`config.mk`:
```
export PLATFORM = sky130hd
export DESIGN_NAME = sfx_sequencer
export DESIGN_NICKNAME = d
export VERILOG_FILES = /design/src/rtl/sfx_sequencer_pkg.sv /design/src/rtl/sfx_sequencer_event_pulser.sv /design/src/rtl/sfx_sequencer.sv
export SDC_FILE = /design/constraint.sdc
export NUM_CORES = 1
export LEC_CHECK = 0
export BUFFER_PORTS_ARGS = -buffer_cell sky130_fd_sc_hd__buf_2
export CAP_MARGIN = 20
export CELL_PAD_IN_SITES_DETAIL_PLACEMENT = 1
export CELL_PAD_IN_SITES_GLOBAL_PLACEMENT = 2
export CORE_MARGIN = 4
export CORE_UTILIZATION = 42
export CTS_CLUSTER_SIZE = 25
export DETAILED_ROUTE_END_ITERATION = 8
export GPL_ROUTABILITY_DRIVEN = 0
export GPL_TIMING_DRIVEN = 0
export PLACE_DENSITY_LB_ADDON = 0.12
export SYNTH_ARGS = -nofsm -noshare
export SYNTH_HDL_FRONTEND = slang
export SYNTH_SLANG_ARGS = --single-unit
```
`constraint.sdc`:
```
create_clock -name clk -period 6.33 [get_ports clk]
set_input_delay 0 -clock clk [delete_from_list [all_inputs] [get_ports clk]]
set_output_delay 0 -clock clk [all_outputs]
set_load 0.02 [all_outputs]
```
`src/rtl/sfx_sequencer_pkg.sv`:
```
// Shared definitions for the sound-effect sequencer: fleet FSM encoding and
// the march note table.
package sfx_sequencer_pkg;

    typedef enum logic [1:0] {
        ST_IDLE  = 2'd0,
        ST_TONE  = 2'd1,
        ST_GAP   = 2'd2,
        ST_MUTED = 2'd3
    } fleet_state_t;

    // Four descending march notes, in Hz.
    localparam int unsigned NOTE_HZ [4] = '{98, 87, 78, 73};

    function automatic logic [31:0] note_period(input int unsigned clk_freq,
                                                input logic [1:0]  idx);
        return 32'(clk_freq / NOTE_HZ[idx]);
    endfunction

endpackage

```
`src/rtl/sfx_sequencer_event_pulser.sv`:
```
// One event channel: gated trigger in, optional holdoff window, registered
// single-cycle pulse out.
module sfx_sequencer_event_pulser #(
    parameter int unsigned HOLDOFF = 0
) (
    input  logic clk,
    input  logic rst_n,
    input  logic trig,
    input  logic enable,
    output logic pulse
);

    logic ready;
    logic accept;

    assign accept = trig & enable & ready;

    generate
        if (HOLDOFF > 0) begin : g_hold
            logic [31:0] hold_cnt;

            // Only accepted triggers restart the window; rejected ones leave it running.
            always_ff @(posedge clk or negedge rst_n) begin
                if (!rst_n) begin
                    hold_cnt <= '0;
                end else if (accept) begin
                    hold_cnt <= 32'(HOLDOFF - 1);
                end else if (hold_cnt != 32'd0) begin
                    hold_cnt <= hold_cnt - 32'd1;
                end
            end

            assign ready = (hold_cnt == 32'd0);
        end else begin : g_no_hold
            assign ready = 1'b1;
        end
    endgenerate

    always_ff @(posedge clk or negedge rst_n) begin
        if (!rst_n) begin
            pulse <= 1'b0;
        end else begin
            pulse <= accept;
        end
    end

endmodule

```
`src/rtl/sfx_sequencer.sv`:
```
// Game-side sound policy: converts gameplay events into one-cycle audio-unit
// pulses and drives the alien-count-paced fleet march period.
module sfx_sequencer
    import sfx_sequencer_pkg::*;
#(
    parameter int unsigned CLK_FREQ        = 100_000_000,
    parameter int unsigned NOTE_CYCLES     = CLK_FREQ / 10,
    parameter int unsigned MIN_STEP_CYCLES = CLK_FREQ / 20,
    parameter int unsigned STEP_PER_ALIEN  = CLK_FREQ / 100,
    parameter int unsigned SHOOT_HOLDOFF   = CLK_FREQ / 20,
    parameter int unsigned MUTE_CYCLES     = CLK_FREQ
) (
    input  logic        clk,
    input  logic        rst_n,
    input  logic        game_active,
    input  logic [5:0]  alien_count,
    input  logic        ufo_active,
    input  logic        shoot_evt,
    input  logic        player_hit_evt,
    input  logic        alien_hit_evt,
    input  logic        ufo_hit_evt,
    output logic [31:0] fleet_period,
    output logic        play_ufo,
    output logic        stop_ufo,
    output logic        play_shoot,
    output logic        play_player_hit,
    output logic        play_alien_hit,
    output logic        play_ufo_hit,
    output logic [1:0]  dbg_state
);

    localparam logic [31:0] NOTE_PERIOD [4] = '{
        note_period(CLK_FREQ, 2'd0),
        note_period(CLK_FREQ, 2'd1),
        note_period(CLK_FREQ, 2'd2),
        note_period(CLK_FREQ, 2'd3)
    };

    fleet_state_t state;
    fleet_state_t next_state;
    logic [31:0]  timer;
    logic [31:0]  timer_inc;
    logic [31:0]  step_cycles;
    logic [31:0]  new_step;
    logic [31:0]  fleet_period_d;
    logic [1:0]   note_idx;
    logic         march_ok;
    logic         tone_entry;
    logic         note_adv;
    logic         note_rst;
    logic         timer_clr;

    assign march_ok  = game_active && (alien_count != 6'd0);
    assign timer_inc = timer + 32'd1;
    assign new_step  = 32'(MIN_STEP_CYCLES) + 32'(alien_count) * 32'(STEP_PER_ALIEN);
    assign dbg_state = state;

    // The timer counts from TONE entry through GAP, and separately through MUTED.
    always_ff @(posedge clk or negedge rst_n) begin
        if (!rst_n) begin
            state       <= ST_IDLE;
            timer       <= '0;
            step_cycles <= '0;
            note_idx    <= '0;
        end else begin
            state <= next_state;
            if (timer_clr) begin
                timer <= '0;
            end else begin
                timer <= timer_inc;
            end
            if (tone_entry) begin
                step_cycles <= new_step;
            end
            if (note_rst) begin
                note_idx <= '0;
            end else if (note_adv) begin
                note_idx <= note_idx + 2'd1;
            end
        end
    end

    always_comb begin
        next_state = state;
        tone_entry = 1'b0;
        note_adv   = 1'b0;
        note_rst   = 1'b0;
        timer_clr  = 1'b0;
        if (!march_ok) begin
            next_state = ST_IDLE;
            timer_clr  = 1'b1;
        end else begin
            case (state)
                ST_IDLE: begin
                    next_state = ST_TONE;
                    tone_entry = 1'b1;
                    note_rst   = 1'b1;
                    timer_clr  = 1'b1;
                end
                ST_TONE: begin
                    if (player_hit_evt) begin
                        next_state = ST_MUTED;
                        timer_clr  = 1'b1;
                    end else if (timer_inc >= 32'(NOTE_CYCLES)) begin
                        // A step no longer than the note leaves no room for a gap.
                        if (32'(NOTE_CYCLES) >= step_cycles) begin
                            next_state = ST_TONE;
                            tone_entry = 1'b1;
                            note_adv   = 1'b1;
                            timer_clr  = 1'b1;
                        end else begin
                            next_state = ST_GAP;
                        end
                    end
                end
                ST_GAP: begin
                    if (player_hit_evt) begin
                        next_state = ST_MUTED;
                        timer_clr  = 1'b1;
                    end else if (timer_inc >= step_cycles) begin
                        next_state = ST_TONE;
                        tone_entry = 1'b1;
                        note_adv   = 1'b1;
                        timer_clr  = 1'b1;
                    end
                end
                ST_MUTED: begin
                    if (player_hit_evt) begin
                        timer_clr = 1'b1;
                    end else if (timer_inc >= 32'(MUTE_CYCLES)) begin
                        next_state = ST_TONE;
                        tone_entry = 1'b1;
                        timer_clr  = 1'b1;
                    end
                end
                default: begin
                    next_state = ST_IDLE;
                    timer_clr  = 1'b1;
                end
            endcase
        end
    end

    always_comb begin
        fleet_period_d = '0;
        if (game_active && (state == ST_TONE)) begin
            fleet_period_d = NOTE_PERIOD[note_idx];
        end
    end

    always_ff @(posedge clk or negedge rst_n) begin
        if (!rst_n) begin
            fleet_period <= '0;
        end else begin
            fleet_period <= fleet_period_d;
        end
    end

    // UFO tracking; 'armed' keeps a level held high through reset from looking like a rise.
    logic ufo_prev;
    logic armed;
    logic ufo_playing;
    logic ufo_rise;
    logic ufo_fall;
    logic ufo_start;
    logic ufo_stop;

    assign ufo_rise  = armed & ufo_active & ~ufo_prev;
    assign ufo_fall  = ufo_prev & ~ufo_active;
    assign ufo_start = game_active & ufo_rise & ~ufo_hit_evt;
    assign ufo_stop  = ufo_playing & (ufo_fall | ufo_hit_evt | player_hit_evt | ~game_active);

    always_ff @(posedge clk or negedge rst_n) begin
        if (!rst_n) begin
            ufo_prev    <= 1'b0;
            armed       <= 1'b0;
            ufo_playing <= 1'b0;
        end else begin
            ufo_prev <= ufo_active;
            armed    <= 1'b1;
            if (ufo_stop) begin
                ufo_playing <= 1'b0;
            end else if (ufo_start) begin
                ufo_playing <= 1'b1;
            end
        end
    end

    sfx_sequencer_event_pulser #(.HOLDOFF(SHOOT_HOLDOFF)) u_shoot (
        .clk(clk), .rst_n(rst_n), .trig(shoot_evt), .enable(game_active), .pulse(play_shoot)
    );

    sfx_sequencer_event_pulser #(.HOLDOFF(0)) u_alien_hit (
        .clk(clk), .rst_n(rst_n), .trig(alien_hit_evt), .enable(game_active), .pulse(play_alien_hit)
    );

    sfx_sequencer_event_pulser #(.HOLDOFF(0)) u_player_hit (
        .clk(clk), .rst_n(rst_n), .trig(player_hit_evt), .enable(game_active), .pulse(play_player_hit)
    );

    sfx_sequencer_event_pulser #(.HOLDOFF(0)) u_ufo_hit (
        .clk(clk), .rst_n(rst_n), .trig(ufo_hit_evt), .enable(game_active), .pulse(play_ufo_hit)
    );

    sfx_sequencer_event_pulser #(.HOLDOFF(0)) u_play_ufo (
        .clk(clk), .rst_n(rst_n), .trig(ufo_start), .enable(1'b1), .pulse(play_ufo)
    );

    sfx_sequencer_event_pulser #(.HOLDOFF(0)) u_stop_ufo (
        .clk(clk), .rst_n(rst_n), .trig(ufo_stop), .enable(1'b1), .pulse(stop_ufo)
    );

endmodule

```
==> results of run 1 <==
-- registers in the layout (all words and copies together), names as in the netlist --
register and cells:
u_stop_ufo.pulse 1, u_shoot.g_hold.hold_cnt 32, fleet_period 11, u_play_ufo.pulse 1, ufo_playing 1, u_shoot.pulse 1, u_ufo_hit.pulse 1, note_idx 2
ufo_prev 1, armed 1, timer 32, u_alien_hit.pulse 1, dbg_state 2, step_cycles 21, u_player_hit.pulse 1
-- stage by stage --
stage,hold slack (ps),std cells
after floorplan,-296,880
after global placement,138,1181
after detailed placement,142,1182
after CTS,90.4,1203
after global routing,99.3,1204
final,88.2,1204
-- report_power, final --
group          total, uW  switching [uW]  internal (uW)
registers            950             108            841
clock network        579             288            290
logic               1080             624            452
-- cell type report --
cell class / instances / area, um2
Clock buffer: 10 / 239
Multi-Input combinational cell: 642 / 4780
Sequential cell: 109 / 2730
Inverter: 78 / 293
Tap cell: 260 / 325
Timing Repair Buffer: 48 / 290
Clock inverter: 6 / 60.1
Fill cell: 2180 / 9810
Buffer: 51 / 312
-- layer usage --
| layer | vias to the layer above | global-route usage (%) | wire [um] |
|---|---|---|---|
| met5 | - | 0 | 0 |
| met4 | 0 | 3.76 | 227 |
| met3 | 17 | 3.38 | 613 |
| met2 | 86 | 35.9 | 10800 |
| met1 | 3263 | 24.9 | 9250 |
| li1 | 3154 | - | - |
-- cell families (layout without fill, tap and decap cells) --
kind of cell	Yosys count	count (layout)
adders and majority gates	80	80
and+or+nand+nor	306	306
xor gates and xnor gates	75	75
buffers and inverters	129	193
other	2	12
AOI/OAI and AO/OA	137	137
muxes	32	32
DFF	109	109
-- cells in the final DEF (no fill, tap or decap), types with 5 or more instances in the layout --
cell type	netlist	layout
nor3b_1	6	6
mux2i_1	22	22
a21oi_1	34	34
and2_1	9	9
ha_1	70	70
nand2b_1	9	9
nand4_1	12	12
or4_1	11	11
a31oi_1	8	8
or2_2	8	8
nor2_1	71	71
o31ai_1	11	11
clkbuf_16	0	9
nor3_1	30	30
inv_1	78	78
mux2_1	7	7
and4_1	5	5
dfrtp_1	109	109
o21ai_0	19	19
xor2_1	32	32
fa_1	10	10
buf_4	26	27
clkbuf_1	17	17
xnor2_1	43	43
nor4_1	13	13
or3_1	12	12
o211ai_1	5	5
dlygate4sd3_1	0	5
conb_1	2	12
a211oi_1	5	5
nand3_1	21	21
and3_1	15	15
nand2_1	43	43
buf_2	6	46
nor2b_1	19	19
-- worst max-delay path: stages (launching register included) --
cell	delay [ps]
dfrtp_1	330
buf_2	180
nand3_1	100
clkbuf_1	250
nor4_1	700
a21boi_0	260
or2_2	370
ha_1	320
a22o_1	240
nor4_1	190
o221ai_1	210
a221o_1	400
a31oi_1	260
a31o_2	240
nand3_2	90
a221oi_4	430
buf_6	230
mux2_1	340
-- worst min path at each step --
stage | from | end | slack [ps] | cells after the start
5_1_grt | player_hit_evt | u_player_hit.pulse | 100 | 2
3_3_place_gp | ufo_active | ufo_prev | 140 | 1
4_1_cts | player_hit_evt | u_player_hit.pulse | 90 | 2
2_1_floorplan | rst_n | armed | -300 | 0
6_report | player_hit_evt | u_player_hit.pulse | 90 | 2
3_5_place_dp | rst_n | u_shoot.g_hold.hold_cnt[14] | 140 | 1
-- what timing repair did --
item / 4_1_cts / 5_1_grt
setup buffers: 0 / 0
endpoints found under the hold margin: 67 / 0
hold buffers: 5 / 0
==> impl_metrics.py, run 1 <==
metrics = {
    "placed_design": {
        "dp_slack_ps": 1170,
        "placedInstanceArea_um2": 8670,
        "hpwlAfterDp_um": 16500,
        "port_buffers": 41,
    },
    "global_routing": {
        "gr-total-overflow": 0,
        "antenna_found_initial": 0,
        "grt_pass1_vias": 7015,
        "grt_util_all_layers_pct": 19.8,
        "grt_pass1_wl_um": 35200,
        "grt_max_degree": 62,
    },
    "timing": {
        "finalCritPeriodShare_pct": 83.3,
        "setup_viol": 0,
        "clock.fmax_mhz": 190,
        "slew_violations": 0,
        "timing.final.ws_setup_ps": 1060,
        "fin_crit_ps": 5270,
        "tns_ps": 0,
        "fin_skew_ps": 7.32,
        "worstMarginPinSlew_ps": 872,
        "rsz0062_at_grt": "false",
        "hold_viol": 0,
        "max-slew-margin-rel_pct": 41.4,
    },
    "cells_and_area": {
        "antenna_cells": 0,
        "design_area_um2": 9020,
        "syn2layout_area_growth_pct": 11.8,
        "final_core_util_pct": 47.9,
        "nets": 1033,
        "layout-drive-gt1-share_pct": 12.8,
    },
    "clock_network": {
        "htreeDepth": 3,
        "worstSkewPairLatency_ps": 360,
        "cts_resized": 0,
        "cts_buffers": 9,
        "cts_tree": "built",
        "clk_pin_slew_ps": 80,
        "clkSinkCount": 109,
        "clockRootBuffer": "clkbuf_16",
        "cts_max_path_buffers": 2,
    },
    "critical_path": {
        "worstSetupPathType": "reg2reg",
        "r2r-start": "timer[4]",
        "worstPathRequired_ps": 6570,
        "worstSetupEndpointType": "register",
        "r2r_cells": 17,
        "critPathMaxFanout": 10,
        "endpoint": "step_cycles[7]",
        "regToRegEndpoint": "step_cycles[7]",
        "startpoint_type": "register",
        "crit_arrival_ps": 5510,
        "regToRegSetupSlack_ps": 1060,
        "cp-startpoint": "timer[4]",
    },
    "yosys": {
        "ys_seq_area_share_pct": 33.8,
        "yosysTopAreaCell": "dfrtp_1",
        "synthesis.area_um2": 8070,
        "synth_cell_types": 79,
        "syn_inst": 870,
        "synth_xor_area_share_pct": 8.14,
        "synth_flop_cell": "dfrtp_1",
        "yosys.cell_count.top_type": "dfrtp_1",
        "synth.area.top_cells": "dfrtp_1, ha_1, xnor2_1",
        "postSynthAreaPerCell_um2": 9.28,
        "synthMuxAreaShare_pct": 4.12,
        "synth_top_family_by_area": "simple AND/OR/NAND/NOR gates",
        "ys_ff_latch": 109,
        "synthTopCellsByCount": "dfrtp_1, inv_1, nor2_1",
        "synthAdderAreaFrac_pct": 13.3,
        "synth_edf_count": 0,
        "synth-simple-area-share_pct": 20.9,
        "synth_compound_area_share_pct": 12.1,
        "yosysWarnings": 0,
        "async_reset_ff_share_pct": 100,
        "synth_top_area_share_pct": 33.8,
    },
    "die": {
        "die_area_um2": 21500,
        "die_w_um": 147,
        "rows": 50,
        "core_area_um2": 18800,
        "start_util_pct": 42.9,
        "die_h_um": 147,
        "num_io_pins": 54,
    },
    "drt": {
        "wl_per_cell_um": 17.4,
        "drtIter0Drc": 197,
        "wl_um": 20900,
        "vias": 6520,
        "drc": 0,
        "ant_nets": 0,
        "viasPerCell": 5.42,
        "drtPass1Iterations": 4,
    },
    "worst_hold_path": {
        "hold_class": "in2reg",
    },
    "power": {
        "ir_worst_vdd_v": 0.000180,
        "leakage_uw": 0.00439,
        "p_total_uw": 2600,
        "power_density_nw_per_um2": 289,
    },
    "flow_run": {
        "cap_viol_max_count": 0,
    },
    "outcome": {
        "status": "finished, final reports clean",
    },
}
Note: power is estimated with default switching activity, not from simulation.
==> inputs of run 2 (changes only) <==
- CORE_UTILIZATION: 42 -> 35
- clock period: 6.33 -> 4.5 ns (I/O delays scaled with it)
==> run 2 against run 1 <==
Compared with the run above:
- clock skew rose by 4.1 ps
- clock-buffer cell count unchanged
- register-to-register slack got worse by 830 ps
- critical endpoint is now step_cycles[26]
- final cell count rose by 2.6%
- fmax grew 23%
- critical path type unchanged
- largest power group unchanged
- die area increased by 19%
==> impl_metrics.py, run 2 (same netlist as run 1, synthesis figures left out) <==
metrics = {
    "critical_path": {
        "r2r_cells": 16,
        "worstSetupEndpointType": "register",
        "crit_arrival_ps": 4500,
        "path_cells": "buf_2, and3_2, nand4_2, nor3_2, or2_2, ha_4, a22o_1, nor4_2, o221ai_1, a221o_1, a31oi_4, a31o_4, nand3_2, a221oi_4, buf_6, mux2_1",
        "worstPathRequired_ps": 4730,
        "startpoint_type": "register",
        "crit_slowest_cell": "a221o_1",
        "cpLargestDelayFamily": "compound AO/OA/AOI/OAI gates",
        "worstSetupPathType": "reg2reg",
        "critPathBufInv": 2,
        "r2r-start": "timer[9]",
        "regToRegEndpoint": "step_cycles[26]",
        "regToRegSetupSlack_ps": 230,
        "critPathMaxStageDelay_ps": 400,
        "critPathMaxFanout": 10,
    },
    "drt": {
        "wl_um": 20400,
        "wl_per_cell_um": 16.5,
        "vias": 6333,
        "drtIter0Drc": 162,
        "viasPerCell": 5.13,
        "ant_nets": 0,
        "drc": 0,
        "drtPass1Iterations": 4,
    },
    "cells_and_area": {
        "layout_commonest_cell": "dfrtp_1",
        "syn2layout_area_growth_pct": 14.5,
        "nets": 1039,
        "final_core_util_pct": 40.8,
        "antenna_cells": 0,
        "layout-drive-gt1-share_pct": 15.4,
        "final_cell_count_no_fill": 1235,
        "top_regs": "timer (32), u_shoot.g_hold.hold_cnt (32), step_cycles (21)",
        "final_cell_mix": "dfrtp_1, inv_1, nor2_1",
    },
    "placed_design": {
        "hpwlAfterDp_um": 15800,
        "dp_slack_ps": -739,
        "port_buffers": 41,
        "dp_cells": 1207,
    },
    "timing": {
        "fin_crit_ps": 4270,
        "worstMarginPinSlew_ps": 999,
        "slew_violations": 0,
        "clock.fmax_mhz": 234,
        "tns_ps": 0,
        "timing.final.ws_setup_ps": 230,
        "max-slew-margin-rel_pct": 32.8,
        "hold_viol": 0,
        "finalCritPeriodShare_pct": 94.9,
        "fin_skew_ps": 11.4,
        "setup_viol": 0,
    },
    "clock_network": {
        "clkSinkCount": 109,
        "worstSkewPairLatency_ps": 360,
        "clk_pin_slew_ps": 80,
        "clockRootBuffer": "clkbuf_16",
        "htreeDepth": 3,
        "cts_max_path_buffers": 2,
        "cts_buffers": 9,
        "cts_tree": "built",
    },
    "die": {
        "die_w_um": 160,
        "start_util_pct": 35.7,
        "die_h_um": 160,
        "core_area_um2": 22600,
        "num_io_pins": 54,
        "die_area_um2": 25600,
        "rows": 55,
    },
    "global_routing": {
        "grt_util_met3_pct": 2.55,
        "use_met2_pct": 27.6,
        "antenna_found_initial": 0,
        "gr-usage-met1_pct": 22.8,
        "grt_max_degree": 60,
        "busiest_layer": "met2",
        "gr-total-overflow": 0,
        "grt_pass1_wl_um": 34800,
        "grt_util_all_layers_pct": 16.5,
        "grt_pass1_vias": 6616,
    },
    "power": {
        "ir_worst_vdd_v": 0.000167,
        "leakage_uw": 0.00446,
        "power_density_nw_per_um2": 396,
    },
    "worst_hold_path": {
        "hold_class": "in2reg",
        "whs_endpoint": "u_player_hit.pulse",
        "min_from": "player_hit_evt",
        "worstHoldPathCells": 2,
    },
    "outcome": {
        "status": "finished, final reports clean",
    },
    "flow_run": {
        "cap_viol_max_count": 0,
    },
}
==> run 2: through the flow <==
step                      hold slack (ps)  total power (uW)  instance area [um2]
after floorplan                      -296              2450                 8110
after global placement                145              2820                 8670
after detailed placement             11.9              2860                 8710
after CTS                             102              3710                 9110
after global routing                  117              3980                 9250
final                                 104              3660                 9250
==> run 2: worst max path at each step <==
stage,start,endpoint,slack (ps),cells after the start
5_1_grt,timer[9],step_cycles[7],-5,16
3_3_place_gp,timer[4],step_cycles[10],-720,17
4_1_cts,timer[2],step_cycles[19],10,17
2_1_floorplan,timer[4],step_cycles[10],260,17
3_5_place_dp,timer[4],step_cycles[26],-740,17
6_report,timer[9],step_cycles[26],230,16
==> run 2: layer usage <==
layer | routed length, um | vias to the layer above | part of all wire (%)
met5 | 0 | - | 0
met4 | 178 | 0 | 0.87
met3 | 457 | 11 | 2.2
met2 | 9690 | 51 | 48
met1 | 10100 | 3100 | 49
li1 | - | 3171 | -
==> run 2: cell type report <==
type	instances	area (um2)
tap	285	357
multi-input combinational	642	4890
clock inverter	6	57.6
buffer	50	328
fill	2662	13400
timing repair buffer	55	350
clock buffer	10	239
inverter	78	293
sequential	109	2730
==> run 2: where the power goes <==
group          internal [uW]  switching, uW  total, uW  leakage, uW
combinational            647            858       1500      0.00288
clock                    407            413        820     0.000148
sequential              1180            149       1330      0.00143
total                   2240           1420       3660      0.00446
==> run 2: repair_timing <==
action	CTS	global route
hold buffers	5	0
buffers inserted	3	4
endpoints found under the hold margin	65	0
gates resized for setup	7	31
gates cloned	0	0
pin swaps	2	5
setup endpoints to repair	57	51
